--- src/rtl/output_driver_multi_blinker_if.sv ---
// output_driver_multi_blinker_if: per-channel LED control and status bundle
//   enable     : per-channel enable, bit i gates channel i
//   mode       : per-channel mode, bits [2i+1:2i] = 00 OFF, 01 SOLID, 10 BLINK, 11 BURST
//   led_out    : registered LED drive, 1 = lit
//   burst_done : one-cycle pulse in the last cycle of a burst+pause cycle
//   master drives enable/mode (health decode), slave is the LED driver
interface output_driver_multi_blinker_if #(
    parameter int NUM_CH = 4
);
    logic [NUM_CH-1:0]   enable;
    logic [2*NUM_CH-1:0] mode;
    logic [NUM_CH-1:0]   led_out;
    logic [NUM_CH-1:0]   burst_done;

    modport master (output enable, output mode, input led_out, input burst_done);
    modport slave  (input enable, input mode, output led_out, output burst_done);
endinterface

--- src/rtl/output_driver_multi_blinker.sv ---
// output_driver_multi_blinker: independent OFF/SOLID/BLINK/BURST LED drivers
//   clk   : system clock
//   rst_n : synchronous active-low reset
//   bus   : slave side of output_driver_multi_blinker_if (enable/mode in, led_out/burst_done out)
module output_driver_multi_blinker #(
    parameter int NUM_CH        = 4,
    parameter int CNT_W         = 24,
    parameter int BLINK_LIMIT   = 12500000,
    parameter int BURST_LEN     = 3,
    parameter int PAUSE_PERIODS = 4
) (
    input  logic                           clk,
    input  logic                           rst_n,
    output_driver_multi_blinker_if.slave   bus
);
    localparam int BW = $clog2(BURST_LEN + 1);
    localparam int PW = (PAUSE_PERIODS > 0) ? $clog2(PAUSE_PERIODS + 1) : 1;
    localparam logic [CNT_W-1:0] PH_END    = CNT_W'(BLINK_LIMIT - 1);
    localparam logic [BW-1:0]    BURST_END = BW'(BURST_LEN - 1);
    localparam logic [PW-1:0]    PAUSE_END = PW'(PAUSE_PERIODS - 1);
    localparam logic [1:0] M_OFF = 2'b00, M_SOLID = 2'b01, M_BURST = 2'b11;

    typedef enum logic [1:0] {IDLE, ON_PH, OFF_PH, PAUSE} state_t;

    logic [NUM_CH-1:0] led_vec, done_vec;

    for (genvar g = 0; g < NUM_CH; g++) begin : g_ch
        state_t           state_q, state_d;
        logic [CNT_W-1:0] phase_q, phase_d;
        logic [BW-1:0]    burst_q, burst_d;
        logic [PW-1:0]    pause_q, pause_d;
        logic [1:0]       mode_q, m;
        logic             led_q, done_q, done_d, on, start, phase_end;

        assign m         = bus.mode[2*g +: 2];
        assign on        = bus.enable[g] && m != M_OFF;
        // a mode change while running restarts the pattern just like leaving IDLE
        assign start     = on && (state_q == IDLE || m != mode_q);
        assign phase_end = phase_q == PH_END;

        always_comb begin
            state_d = state_q;
            phase_d = phase_q;
            burst_d = burst_q;
            pause_d = pause_q;
            if (!on) begin
                state_d = IDLE;
                phase_d = '0;
                burst_d = '0;
                pause_d = '0;
            end else if (start) begin
                state_d = ON_PH;
                phase_d = '0;
                burst_d = '0;
                pause_d = '0;
            end else begin
                case (state_q)
                    ON_PH: begin
                        if (m == M_SOLID) begin
                            phase_d = '0;
                        end else if (phase_end) begin
                            state_d = OFF_PH;
                            phase_d = '0;
                        end else begin
                            phase_d = phase_q + 1'b1;
                        end
                    end
                    OFF_PH: begin
                        if (!phase_end) begin
                            phase_d = phase_q + 1'b1;
                        end else begin
                            phase_d = '0;
                            state_d = ON_PH;
                            if (m == M_BURST && burst_q == BURST_END) begin
                                burst_d = '0;
                                pause_d = '0;
                                state_d = (PAUSE_PERIODS == 0) ? ON_PH : PAUSE;
                            end else begin
                                burst_d = (m == M_BURST) ? burst_q + 1'b1 : '0;
                            end
                        end
                    end
                    PAUSE: begin
                        if (!phase_end) begin
                            phase_d = phase_q + 1'b1;
                        end else begin
                            phase_d = '0;
                            pause_d = (pause_q == PAUSE_END) ? '0 : pause_q + 1'b1;
                            state_d = (pause_q == PAUSE_END) ? ON_PH : PAUSE;
                        end
                    end
                    default: state_d = IDLE;
                endcase
            end
            // outputs are registered, so decode the cycle the next state represents
            done_d = (state_d == PAUSE && phase_d == PH_END && pause_d == PAUSE_END) ||
                     (PAUSE_PERIODS == 0 && m == M_BURST && state_d == OFF_PH &&
                      phase_d == PH_END && burst_d == BURST_END);
        end

        always_ff @(posedge clk) begin
            if (!rst_n) begin
                state_q <= IDLE;
                phase_q <= '0;
                burst_q <= '0;
                pause_q <= '0;
                mode_q  <= '0;
                led_q   <= 1'b0;
                done_q  <= 1'b0;
            end else begin
                state_q <= state_d;
                phase_q <= phase_d;
                burst_q <= burst_d;
                pause_q <= pause_d;
                mode_q  <= m;
                led_q   <= state_d == ON_PH;
                done_q  <= done_d;
            end
        end

        assign led_vec[g]  = led_q;
        assign done_vec[g] = done_q;
    end

    assign bus.led_out    = led_vec;
    assign bus.burst_done = done_vec;
endmodule
--- src/flat_wrapper.sv ---
// flat-port wrapper written by rule: the top's interface ports become plain ports
module output_driver_multi_blinker_flat 
#(
    parameter int NUM_CH        = 4,
    parameter int CNT_W         = 24,
    parameter int BLINK_LIMIT   = 12500000,
    parameter int BURST_LEN     = 3,
    parameter int PAUSE_PERIODS = 4
)
  (clk, rst_n, bus_enable, bus_mode, bus_led_out, bus_burst_done);
  output_driver_multi_blinker_if #(.NUM_CH(NUM_CH)) bus_i ();
  input  logic clk;
  input  logic rst_n;
  input wire logic [$bits(bus_i.enable)-1:0] bus_enable;
  input wire logic [$bits(bus_i.mode)-1:0] bus_mode;
  output wire logic [$bits(bus_i.led_out)-1:0] bus_led_out;
  output wire logic [$bits(bus_i.burst_done)-1:0] bus_burst_done;
  assign bus_i.enable = bus_enable;
  assign bus_i.mode = bus_mode;
  assign bus_led_out = bus_i.led_out;
  assign bus_burst_done = bus_i.burst_done;
  output_driver_multi_blinker #(.NUM_CH(NUM_CH), .CNT_W(CNT_W), .BLINK_LIMIT(BLINK_LIMIT), .BURST_LEN(BURST_LEN), .PAUSE_PERIODS(PAUSE_PERIODS)) u_core (.clk(clk), .rst_n(rst_n), .bus(bus_i));
endmodule
--- config.mk ---
export PLATFORM = sky130hd
export DESIGN_NAME = output_driver_multi_blinker_flat
export DESIGN_NICKNAME = d
export VERILOG_FILES = /design/src/rtl/output_driver_multi_blinker_if.sv /design/src/rtl/output_driver_multi_blinker.sv /design/src/flat_wrapper.sv
export SDC_FILE = /design/constraint.sdc
export NUM_CORES = 1
export LEC_CHECK = 0
export BUFFER_PORTS_ARGS = -buffer_cell sky130_fd_sc_hd__clkbuf_2
export CORE_UTILIZATION = 30
export DETAILED_ROUTE_END_ITERATION = 10
export GPL_TIMING_DRIVEN = 0
export SLEW_MARGIN = 30
export SYNTH_ARGS = -nofsm -noshare
export SYNTH_HDL_FRONTEND = slang
export SYNTH_SLANG_ARGS = --single-unit
--- constraint.sdc ---
create_clock -name clk -period 3 [get_ports clk]
set_input_delay 0 -clock clk [delete_from_list [all_inputs] [get_ports clk]]
set_output_delay 0 -clock clk [all_outputs]
set_load 0.02 [all_outputs]
==> summary.txt <==
Global routing
  – GRT Overall Usage: 14.4%
  – Pin count of the biggest net entering global routing: 17
  – Gr ovfl total: 0
  – First-pass GRT wire length: 30.5 mm
  – Initial antenna violation count: 1
  – Number of global-route vias before repair: between 6k and 7k

CTS
  – Clk sink count: 140
  – Clk_lat worst skew: 0.42 ns
  – Htree depth: 4
  – CTS Buffer Depth: 2
  – Root buf cell: clkbuf_16
  – CTS tree: yes
  – CTS buffer count: 17
  – Worst-path clk slew: 0.06 ns

Logic synthesis
  – Synth cell types: 63
  – Sequential area share after synthesis: 36.5%
  – EDFF count, synth: 0
  – Most frequent cells after synthesis: nor2_1, dfxtp_1, nand2_1
  – Post-synthesis async set-or-reset flop share: 0%
  – Flops & latches, synth: 140
  – Mapped Area: 0.00767 mm^2
  – Synth area leader: dfxtp_1
  – Main synth FF type: dfxtp_1
  – Syn avg cell area: about 8.0 um^2
  – Post-Synthesis Net Count: 980
  – Post-synth top area share: between 30% and 40%
  – Most numerous cell in the Yosys netlist: nor2_1
  – Yosys warning total: 0
  – Synthesized netlist cell count: 954
  – Synth top area cells: dfxtp_1, nor2_1, xor2_1

Pwr
  – Total power: 4.20 mW
  – Worst VDD drop: 0.321 mV
  – Leakage: a little under 3 nW
  – Pwr Density: 458 mW/mm^2

Timing
  – Period utilization: between 90% and 100%
  – Slew Viols, Final: 0
  – Worst-margin pin slew: around 0.8 ns
  – Hold_ws: ~0.10 ns
  – RSZ-0062 raised after global routing: true
  – Rel. slew slack: 48.2%
  – Fin crit period: between 2 and 3 ns
  – Setup TNS: 0 ns
  – Final Hold Violating Endpoints: 0
  – Final clock skew: 0.00802 ns
  – Max Freq: 338 MHz
  – Setup violators final: 0

Die
  – Die width: 162 um
  – Core Box Area: 0.0251 mm^2
  – Initial Util: 30.5%
  – Boundary pin count: 22
  – DIE AREA: 0.0262 mm^2
  – Die H: around 160 um
  – FP Rows: 58

Critical path
  – Worst EP arrival: 3.30 ns
  – R2R cell count: 8
  – Worst Setup SP: u_core.g_ch[1].phase_q[9]$_SDFF_PN0_
  – Worst reg2reg setup slack: 0.05 ns
  – CP Capture Type: register
  – Worst path required time: 3.35 ns
  – Worst Setup EP: u_core.g_ch[1].done_q$_SDFF_PN0_
  – Crit path max fanout: 5
  – R2r endpoint: u_core.g_ch[1].done_q$_SDFF_PN0_
  – Cell Chain, Critical Path: or4_4 > or4_4 > or4_4 > buf_6 > or4b_1 > and2_4 > nor2_1 > and4b_1
  – Slowest stage cell, crit path: or4_4
  – CP startpoint kind: register
  – Top cell by count, worst path: or4_4
  – Worst r2r src: u_core.g_ch[1].phase_q[9]$_SDFF_PN0_
  – Max incr delay on CP: 0.53 ns
  – Crit path kind: reg2reg

Final layout
  – Nets: ~1.0k
  – Layout cells sized above 1: about an eighth
  – P&R area growth vs syn: 19.6%
  – Post-layout util: 36.5%
  – Non-Filler Instances: 1,360

Place
  – Detailed Place HPWL: 13.1 mm
  – Placed Cells incl. Taps: about 1.3k
  – Port Buffers: 16
  – GPL Wtd Cong: 0.839

Routing
  – Vias per inst: 5.12
  – Iteration-0 DRC Markers: 541
  – Routed WL: 18.5 mm
  – DR vias: 6,960
  – Drt drc: 0
  – Routed Antenna Nets: 0
  – DR pass1 iterations: 5
  – Drt wl/cell: 13.6 um

Outcome
  – Outcome: complete, no violations

Hold path
  – Worst Hold Class: in2reg

Job
  – Max-Cap Viols: 0
==> metal layers <==
layer | track usage [%] | vias to the layer above | routed length, um
met2 | 22.1 | 152 | 8400
li1 | - | 3547 | -
met5 | 0 | - | 0
met1 | 19.8 | 3241 | 9140
met4 | 5.06 | 0 | 214
met3 | 2.94 | 20 | 783
==> cell families (layout without fill, tap and decap cells) <==
| group | Yosys count | in the layout | synth area share (%) |
|---|---|---|---|
| buf+inv | 70 | 145 | 3.96 |
| flops | 140 | 140 | 36.5 |
| fa+ha+maj | 12 | 12 | 1.96 |
| other cells | 0 | 1 | 0 |
| compound gates | 143 | 143 | 12.1 |
| mux | 5 | 5 | 0.702 |
| simple gates | 488 | 488 | 33.7 |
| xor+xnor | 96 | 96 | 11.0 |
==> layout make-up <==
class	count	area [um^2]
antenna	1	2.50
inverter	19	71.3
tap	330	413
fill	2631	15900
clock buffer	22	464
buffer	49	230
multi-input combinational	744	4710
timing repair buffer	45	328
sequential	140	2810
clock inverter	10	140
==> through the flow <==
step,setup WS [ns],instance area [um^2]
after floorplan,0.0254,7670
after global placement,-0.355,8160
after detailed placement,-0.354,8180
after CTS,0.00276,9010
after global routing,-0.0760,9170
final,0.0451,9170
==> report_power, final <==
group	internal, mW	switching (mW)
combinational	0.0547	0.0865
clock	1.35	0.823
sequential	1.87	0.00966
==> flip-flops by register name (all words and copies together) (netlist names) <==
register and count:
u_core.g_ch.burst_q 8, u_core.g_ch.done_q 4, u_core.g_ch.led_q 4, u_core.g_ch.mode_q 8, u_core.g_ch.pause_q 12, u_core.g_ch.phase_q 96
u_core.g_ch.state_q 8
==> worst min path at each step <==
stage,from,endpoint,cells after the start
after floorplan,bus_mode[0],u_core.g_ch[0].mode_q[0]$_SDFF_PN0_,1
after global placement,bus_mode[7],u_core.g_ch[3].mode_q[1]$_SDFF_PN0_,2
after detailed placement,bus_mode[7],u_core.g_ch[3].mode_q[1]$_SDFF_PN0_,2
after CTS,bus_mode[5],u_core.g_ch[2].burst_q[1]$_SDFFE_PP0P_,4
after global routing,bus_mode[5],u_core.g_ch[2].burst_q[1]$_SDFFE_PP0P_,4
final,bus_mode[5],u_core.g_ch[2].burst_q[1]$_SDFFE_PP0P_,4
==> cell usage in the layout (no fill, tap or decap), drive strengths merged, types with 10 or more instances in the layout <==
cell and instances:
and3 16, buf 27, ha 12, clkbuf 77
and4 10, xnor2 39, dlygate4sd3 12, or2 11
a21oi 24, or3 10, nand4 47, nand2b 10
nor2b 20, nand2 63, o21ai 40, o211ai 12
nand3 51, nor2 143, xor2 57, or4 15
nor3 21, dfxtp 140, inv 19, and2 20
a31oi 11, nor4 19
==> repair_timing <==
| item | CTS | global route |
|---|---|---|
| pin swaps | 10 | 9 |
| hold buffers | 12 | 0 |
| endpoints found under the setup margin | 4 | 15 |
| gates resized for setup | 20 | 12 |
| setup buffers | 3 | 14 |
| hold endpoints to repair | 16 | 0 |
==> worst max-delay path: cells and delay by family, from the launching register on <==
kind	cells	cell delay (ns)
buffers and inverters	1	0.13
AND/OR/NAND/NOR	7	2.38
flip-flops	1	0.36
(Power assumes the default switching activity.)
